[config.mk]
export PLATFORM = sky130hd
export DESIGN_NAME = ballot_session_ctrl
export DESIGN_NICKNAME = d
export VERILOG_FILES = /design/src/rtl/ballot_session_ctrl.sv
export SDC_FILE = /design/constraint.sdc
export NUM_CORES = 1
export LEC_CHECK = 0
export ABC_CLOCK_PERIOD_IN_PS = 2700
export BUFFER_PORTS_ARGS = -buffer_cell sky130_fd_sc_hd__buf_4
export CORE_MARGIN = 1
export CORE_UTILIZATION = 58
export DETAILED_ROUTE_END_ITERATION = 12
export PLACE_DENSITY = 0.79
export SLEW_MARGIN = 5
export SYNTH_ARGS = -nofsm -noshare
export SYNTH_HDL_FRONTEND = slang
export SYNTH_HIERARCHICAL = 1
export SYNTH_SLANG_ARGS = --single-unit
[constraint.sdc]
create_clock -name clock -period 2.7 [get_ports clock]
set_clock_uncertainty 0.15 [all_clocks]
set_input_delay 0.135 -clock clock [delete_from_list [all_inputs] [get_ports clock]]
set_output_delay 0.135 -clock clock [all_outputs]
set_load 0.005 [all_outputs]
[src/rtl/ballot_session_ctrl.sv]
// ballot_session_ctrl
//   Front-end session sequencer for the voting path. Conditions the enter key
//   and the four candidate buttons (2-flop sync + debounce + rising-edge pulse),
//   latches the voter UID on enter, runs a timed ARMED window, offers exactly
//   one one-hot vote per session over valid/ready, then holds a lockout.
//
//   Ports
//     clock, reset        : single clock, synchronous active-high reset
//     mode                : 1 = voting mode (static switch, not conditioned)
//     enter, candidate1..4: raw panel buttons
//     UID[5:0]            : voter ID switches, captured on accepted enter
//     vote_ready          : downstream accepts the vote this cycle
//     uid_out[5:0]        : latched UID (0 in IDLE / HOLD)
//     voter_enter         : high in ARMED and PENDING
//     vote_sel[3:0]       : one-hot candidate, bit0 = candidate1
//     vote_valid          : vote offered downstream (PENDING)
//     vote_done_led       : high during HOLD
//     timeout_pulse       : one cycle, first IDLE cycle after ARMED timeout
//     reject_pulse        : one cycle after a rejected candidate press
//     state[1:0]          : IDLE=0, ARMED=1, PENDING=2, HOLD=3

// Per-button conditioning lane: sync, debounce, press pulse.
module ballot_btn_cond #(
  parameter int DEBOUNCE_CYCLES = 4
) (
  input  logic clock,
  input  logic reset,
  input  logic raw,
  output logic press
);
  localparam int CNT_W = $clog2(DEBOUNCE_CYCLES + 1);

  logic             sync1_q, sync2_q;
  logic             clean_q, clean_d;
  logic             clean_dly_q;
  logic             press_q, press_d;
  logic [CNT_W-1:0] cnt_q, cnt_d;

  // Count consecutive mismatching samples; the clean level flips on the
  // DEBOUNCE_CYCLES-th one. Any matching sample restarts the count.
  always_comb begin
    clean_d = clean_q;
    cnt_d   = '0;
    if (sync2_q != clean_q) begin
      if (cnt_q == CNT_W'(DEBOUNCE_CYCLES - 1)) begin
        clean_d = ~clean_q;
      end else begin
        cnt_d = cnt_q + CNT_W'(1);
      end
    end
    // Rising edge detected one cycle after the clean flip, so the pulse
    // lands DEBOUNCE_CYCLES+2 edges after the raw input is first sampled.
    press_d = clean_q & ~clean_dly_q;
  end

  always_ff @(posedge clock) begin
    if (reset) begin
      sync1_q     <= 1'b0;
      sync2_q     <= 1'b0;
      clean_q     <= 1'b0;
      clean_dly_q <= 1'b0;
      cnt_q       <= '0;
      press_q     <= 1'b0;
    end else begin
      sync1_q     <= raw;
      sync2_q     <= sync1_q;
      clean_q     <= clean_d;
      clean_dly_q <= clean_q;
      cnt_q       <= cnt_d;
      press_q     <= press_d;
    end
  end

  assign press = press_q;
endmodule

module ballot_session_ctrl #(
  parameter int DEBOUNCE_CYCLES = 4,
  parameter int ARM_TIMEOUT     = 1000,
  parameter int HOLD_CYCLES     = 8
) (
  input  logic       clock,
  input  logic       reset,
  input  logic       mode,
  input  logic       enter,
  input  logic       candidate1,
  input  logic       candidate2,
  input  logic       candidate3,
  input  logic       candidate4,
  input  logic [5:0] UID,
  input  logic       vote_ready,
  output logic [5:0] uid_out,
  output logic       voter_enter,
  output logic [3:0] vote_sel,
  output logic       vote_valid,
  output logic       vote_done_led,
  output logic       timeout_pulse,
  output logic       reject_pulse,
  output logic [1:0] state
);
  localparam int NUM_BTN = 5;
  localparam int TMR_W   = $clog2(ARM_TIMEOUT + 1);
  localparam int HLD_W   = $clog2(HOLD_CYCLES + 1);

  localparam logic [1:0] IDLE    = 2'd0;
  localparam logic [1:0] ARMED   = 2'd1;
  localparam logic [1:0] PENDING = 2'd2;
  localparam logic [1:0] HOLD    = 2'd3;

  // bit0 = enter, bits[4:1] = candidate1..4
  logic [NUM_BTN-1:0] btn_raw, press;
  assign btn_raw = {candidate4, candidate3, candidate2, candidate1, enter};

  ballot_btn_cond #(.DEBOUNCE_CYCLES(DEBOUNCE_CYCLES)) u_cond [NUM_BTN-1:0] (
    .clock (clock),
    .reset (reset),
    .raw   (btn_raw),
    .press (press)
  );

  logic [3:0] cand_p;
  logic       enter_p, cand_any, cand_one;
  assign enter_p  = press[0];
  assign cand_p   = press[4:1];
  assign cand_any = |cand_p;
  assign cand_one = cand_any && ((cand_p & (cand_p - 4'd1)) == 4'd0);

  logic [1:0]       state_q, state_d;
  logic [TMR_W-1:0] timer_q, timer_d;
  logic [HLD_W-1:0] hold_q, hold_d;
  logic [5:0]       uid_q, uid_d;
  logic [3:0]       sel_q, sel_d;
  logic             to_q, to_d, rej_q, rej_d;
  logic             enter_q, valid_q, led_q;

  always_comb begin
    state_d = state_q;
    timer_d = timer_q;
    hold_d  = hold_q;
    uid_d   = uid_q;
    sel_d   = sel_q;
    to_d    = 1'b0;
    rej_d   = 1'b0;
    case (state_q)
      IDLE: begin
        if (cand_any) rej_d = 1'b1;
        if (enter_p && mode) begin
          uid_d   = UID;
          timer_d = TMR_W'(ARM_TIMEOUT);
          state_d = ARMED;
        end
      end
      ARMED: begin
        if (!mode) begin
          state_d = IDLE;
          uid_d   = '0;
          timer_d = '0;
        end else if (enter_p) begin
          // Re-enter restarts the window and wins over a same-cycle candidate.
          uid_d   = UID;
          timer_d = TMR_W'(ARM_TIMEOUT);
        end else if (cand_one) begin
          sel_d   = cand_p;
          timer_d = '0;
          state_d = PENDING;
        end else begin
          // Multi-press rejects but does not stop the window from expiring.
          if (cand_any) rej_d = 1'b1;
          if (timer_q == TMR_W'(1)) begin
            to_d    = 1'b1;
            state_d = IDLE;
            uid_d   = '0;
            timer_d = '0;
          end else begin
            timer_d = timer_q - TMR_W'(1);
          end
        end
      end
      PENDING: begin
        // Nothing but the handshake can leave PENDING.
        if (valid_q && vote_ready) begin
          hold_d  = HLD_W'(HOLD_CYCLES);
          uid_d   = '0;
          sel_d   = '0;
          state_d = HOLD;
        end
      end
      default: begin
        if (hold_q == HLD_W'(1)) begin
          hold_d  = '0;
          state_d = IDLE;
        end else begin
          hold_d = hold_q - HLD_W'(1);
        end
      end
    endcase
  end

  always_ff @(posedge clock) begin
    if (reset) begin
      state_q <= IDLE;
      timer_q <= '0;
      hold_q  <= '0;
      uid_q   <= '0;
      sel_q   <= '0;
      to_q    <= 1'b0;
      rej_q   <= 1'b0;
      enter_q <= 1'b0;
      valid_q <= 1'b0;
      led_q   <= 1'b0;
    end else begin
      state_q <= state_d;
      timer_q <= timer_d;
      hold_q  <= hold_d;
      uid_q   <= uid_d;
      sel_q   <= sel_d;
      to_q    <= to_d;
      rej_q   <= rej_d;
      enter_q <= (state_d == ARMED) || (state_d == PENDING);
      valid_q <= (state_d == PENDING);
      led_q   <= (state_d == HOLD);
    end
  end

  assign uid_out       = uid_q;
  assign voter_enter   = enter_q;
  assign vote_sel      = sel_q;
  assign vote_valid    = valid_q;
  assign vote_done_led = led_q;
  assign timeout_pulse = to_q;
  assign reject_pulse  = rej_q;
  assign state         = state_q;
endmodule

==> flow_metrics.env <==
export IMPL_num_vias=2381
export IMPL_cts_buffers=9
export IMPL_startpoint_type="flip-flop"
export IMPL_crit_path_cell_trace="ha_1, or4b_1, or3_4, a21oi_1, a2bb2oi_2, ha_1, nor2_1"
export IMPL_ys_warn_count=6
export IMPL_power_internal_mw=1.64
export IMPL_status="complete, no violations"
export IMPL_vias_per_cell=5.46
export IMPL_nets=395
export IMPL_syn_area_um2=3070
export IMPL_clock_sinks=71
export IMPL_placed_cell_area_um2=3330
export IMPL_synth_nets=352
export IMPL_die_area_um2=5580
export IMPL_n_fill_cell=376
export IMPL_dp_hpwl_um=3740
export IMPL_period_minus_slack_ps=2470
export IMPL_seqPwrFrac=0.510
export IMPL_avgSynthCellArea_um2=9.64
export IMPL_register_area_um2=1420
export IMPL_synth_most_common_cell="dfxtp_1"
export IMPL_synth_seq_area_share=0.463
export IMPL_path_class="flip-flop to flip-flop"
export IMPL_p_comb_frac=0.048
export IMPL_gp_congestion=0.917
export IMPL_fin_area_um2=3670
export IMPL_tightest_slew_ps=720
export IMPL_grt_pass1_wl_um=9230
export IMPL_syn_inst=318
export IMPL_rows=26
export IMPL_highest_layer="met4"
export IMPL_yosysUniqueCellTypes=52
export IMPL_h_tree_depth=3
export IMPL_async_reset_ff_frac=0
export IMPL_drv_cap=0
export IMPL_endpoint_kind="flip-flop"
export IMPL_ys_flop_type="dfxtp_1"
export IMPL_multiInputGateArea_um2=1540
export IMPL_clock_latency_ps=340
export IMPL_timing_slew_headroom=0.519
export IMPL_wl_um=5670
export IMPL_tns_ps=0
export IMPL_initial_core_util=0.600
export IMPL_antenna_left=0
export IMPL_p_sw_mw=0.458
export IMPL_die_h_um=74.7
export IMPL_core_area_um2=5110
export IMPL_clk_root_buffer_cell="clkbuf_8"
export IMPL_synthTopCellsByCount="71 x dfxtp_1, 27 x nand2_1, 26 x nor2_1"
export IMPL_crit_top_cell="ha_1"
export IMPL_grt_overflow=0
export IMPL_grt_max_degree=63
export IMPL_clk_pin_slew_ps=80
export IMPL_synth_edf_count=0
export IMPL_cp_max_fo=5
export IMPL_drtPass1Iterations=4
export IMPL_layout_drive_gt1_share=0.172
export IMPL_drc=0
export IMPL_arrival_ps=2590
export IMPL_synth_seq_cells=71
export IMPL_postCtsResizedCells=0
export IMPL_wl_met3_um=212
export IMPL_drv_slew=0
export IMPL_antenna_found_initial=0
export IMPL_io_pin_count=32
export IMPL_syn2layout_area_growth_pct=19.8
export IMPL_wl_per_cell_um=13.0
export IMPL_fin_crit_sh=0.914
export IMPL_crit_required_ps=2820
export IMPL_hold_path_class="input port to flip-flop"
export IMPL_post_cts_buffers=0
export IMPL_setup_viol=0
export IMPL_die_width_um=74.7
export IMPL_antennaDiodeCount=0
export IMPL_drt_met1_wl_um=2570
export IMPL_cts_hold_buf=12
export IMPL_drtIter0Drc=255
export IMPL_power_mw=2.10
export IMPL_met2_length_um=2780
export IMPL_clock_power_share=0.442
export IMPL_track_usage=0.218
export IMPL_slowest_stage="or4b_1"
export IMPL_synth_area_leader_cell="dfxtp_1"
export IMPL_hold_viol_final=0
export IMPL_rsz0062_at_grt="no"
export IMPL_numPortBuffers=31
export IMPL_max_freq_mhz=405
export IMPL_grt_pass1_vias=2108
export IMPL_cts_tree="yes"
export IMPL_yosysTopAreaCellShare=0.463
export IMPL_p_sw_frac=0.218
export IMPL_peakVddDrop_mv=0.767
export IMPL_cts_max_path_buffers=2
export IMPL_slowest_delay_ps=510
export IMPL_p_leak_nw=1.50
export IMPL_ys_top_cells_by_area="dfxtp_1 46%, ha_1 7.8%, mux2i_1 3.9%"
export IMPL_pwr_density_cell_nw_per_um2=570
flip-flops by register name (all words and copies together) (netlist names), 2 cells and up:
register / cells
u_cond/clean_dly_q: 5
vote_sel: 4
timer_q: 10
u_cond/press: 5
u_cond/cnt_q: 15
u_cond/sync1_q: 5
uid_out: 6
hold_q: 4
u_cond/clean_q: 5
u_cond/sync2_q: 5
state: 2
final timing paths:
| kind | start | to | slack (ps) | cells past startpoint |
|---|---|---|---|---|
| worst max-delay path | timer_q[0] | voter_enter | 230 | 7 |
| worst min-delay path | reset | u_cond[3]/clean_q | 150 | 2 |
| worst max register to register | timer_q[0] | voter_enter | 230 | 7 |
| worst min register to register | u_cond[2]/clean_dly_q | u_cond[2]/press | 230 | 1 |
layer usage:
metal	GRT usage	vias up
li1	-	1215
met1	0.263	1109
met2	0.358	47
met3	0.0776	10
met4	0.0776	0
met5	0	-
cell families (layout without fill, tap and decap cells):
kind of cell,after synthesis,count (layout),synth area share
multiplexers,12,12,0.0392
AO/OA/AOI/OAI,49,49,0.110
buffers and inverters,26,74,0.0359
XOR/XNOR,9,9,0.0257
adder cells (fa/ha/maj),19,19,0.0775
AND/OR/NAND/NOR,132,132,0.248
flip-flops,71,71,0.463
stage by stage:
stage                     utilization  worst slack, ps  std cells  hold WS [ps]
after CTS                       0.720              229        436           140
after global routing            0.720             76.0        436           177
after global placement          0.653              328        408           197
final                           0.720              232        436           150
after detailed placement        0.653              273        408           208
after floorplan                     -              411        318          55.2
area by class of cell:
type,count,area share
clock buffer,10,0.0347
clock inverter,6,0.0255
inverter,15,0.0153
multi-input combinational,221,0.418
sequential,71,0.387
tap,70,0.0238
timing repair buffer,43,0.0960
worst max-delay path, delay by kind of cell, from the launching register on:
family / cells / cell delay, ps
AND/OR/NAND/NOR: 3 / 990
adder cells (fa/ha/maj): 2 / 440
flip-flops: 1 / 410
AO/OA/AOI/OAI: 2 / 400
power groups by stage:
stage / Sequential (mW) / Combinational [mW] / Clock [mW]
finish: 1.07 / 0.101 / 0.926
global route: 1.07 / 0.113 / 0.988
CTS: 1.07 / 0.100 / 0.944
detailed placement: 1.09 / 0.0854 / 0
global placement: 1.09 / 0.0837 / 0
floorplan: 1.09 / 0.0490 / 0
layout by cell type (no fill, tap or decap), drive strengths merged, types with 2 or more instances in the layout:
master       instances
a211oi               2
a21o                 2
a21oi               12
a22o                 4
a31oi                4
and2                 2
buf                 31
bufinv               2
clkbuf              10
clkinv               2
dfxtp               71
dlygate4sd3         12
ha                  19
inv                 16
mux2i               12
nand2               27
nand2b               7
nand3                5
nand4                3
nor2                26
nor2b               22
nor3                 8
nor4                13
nor4b                7
o2111ai              3
o211ai               2
o21ai               11
or2                  2
or3                  3
or4                  2
xnor2                7
xor2                 2
Note: power is estimated with default switching activity, not from simulation.
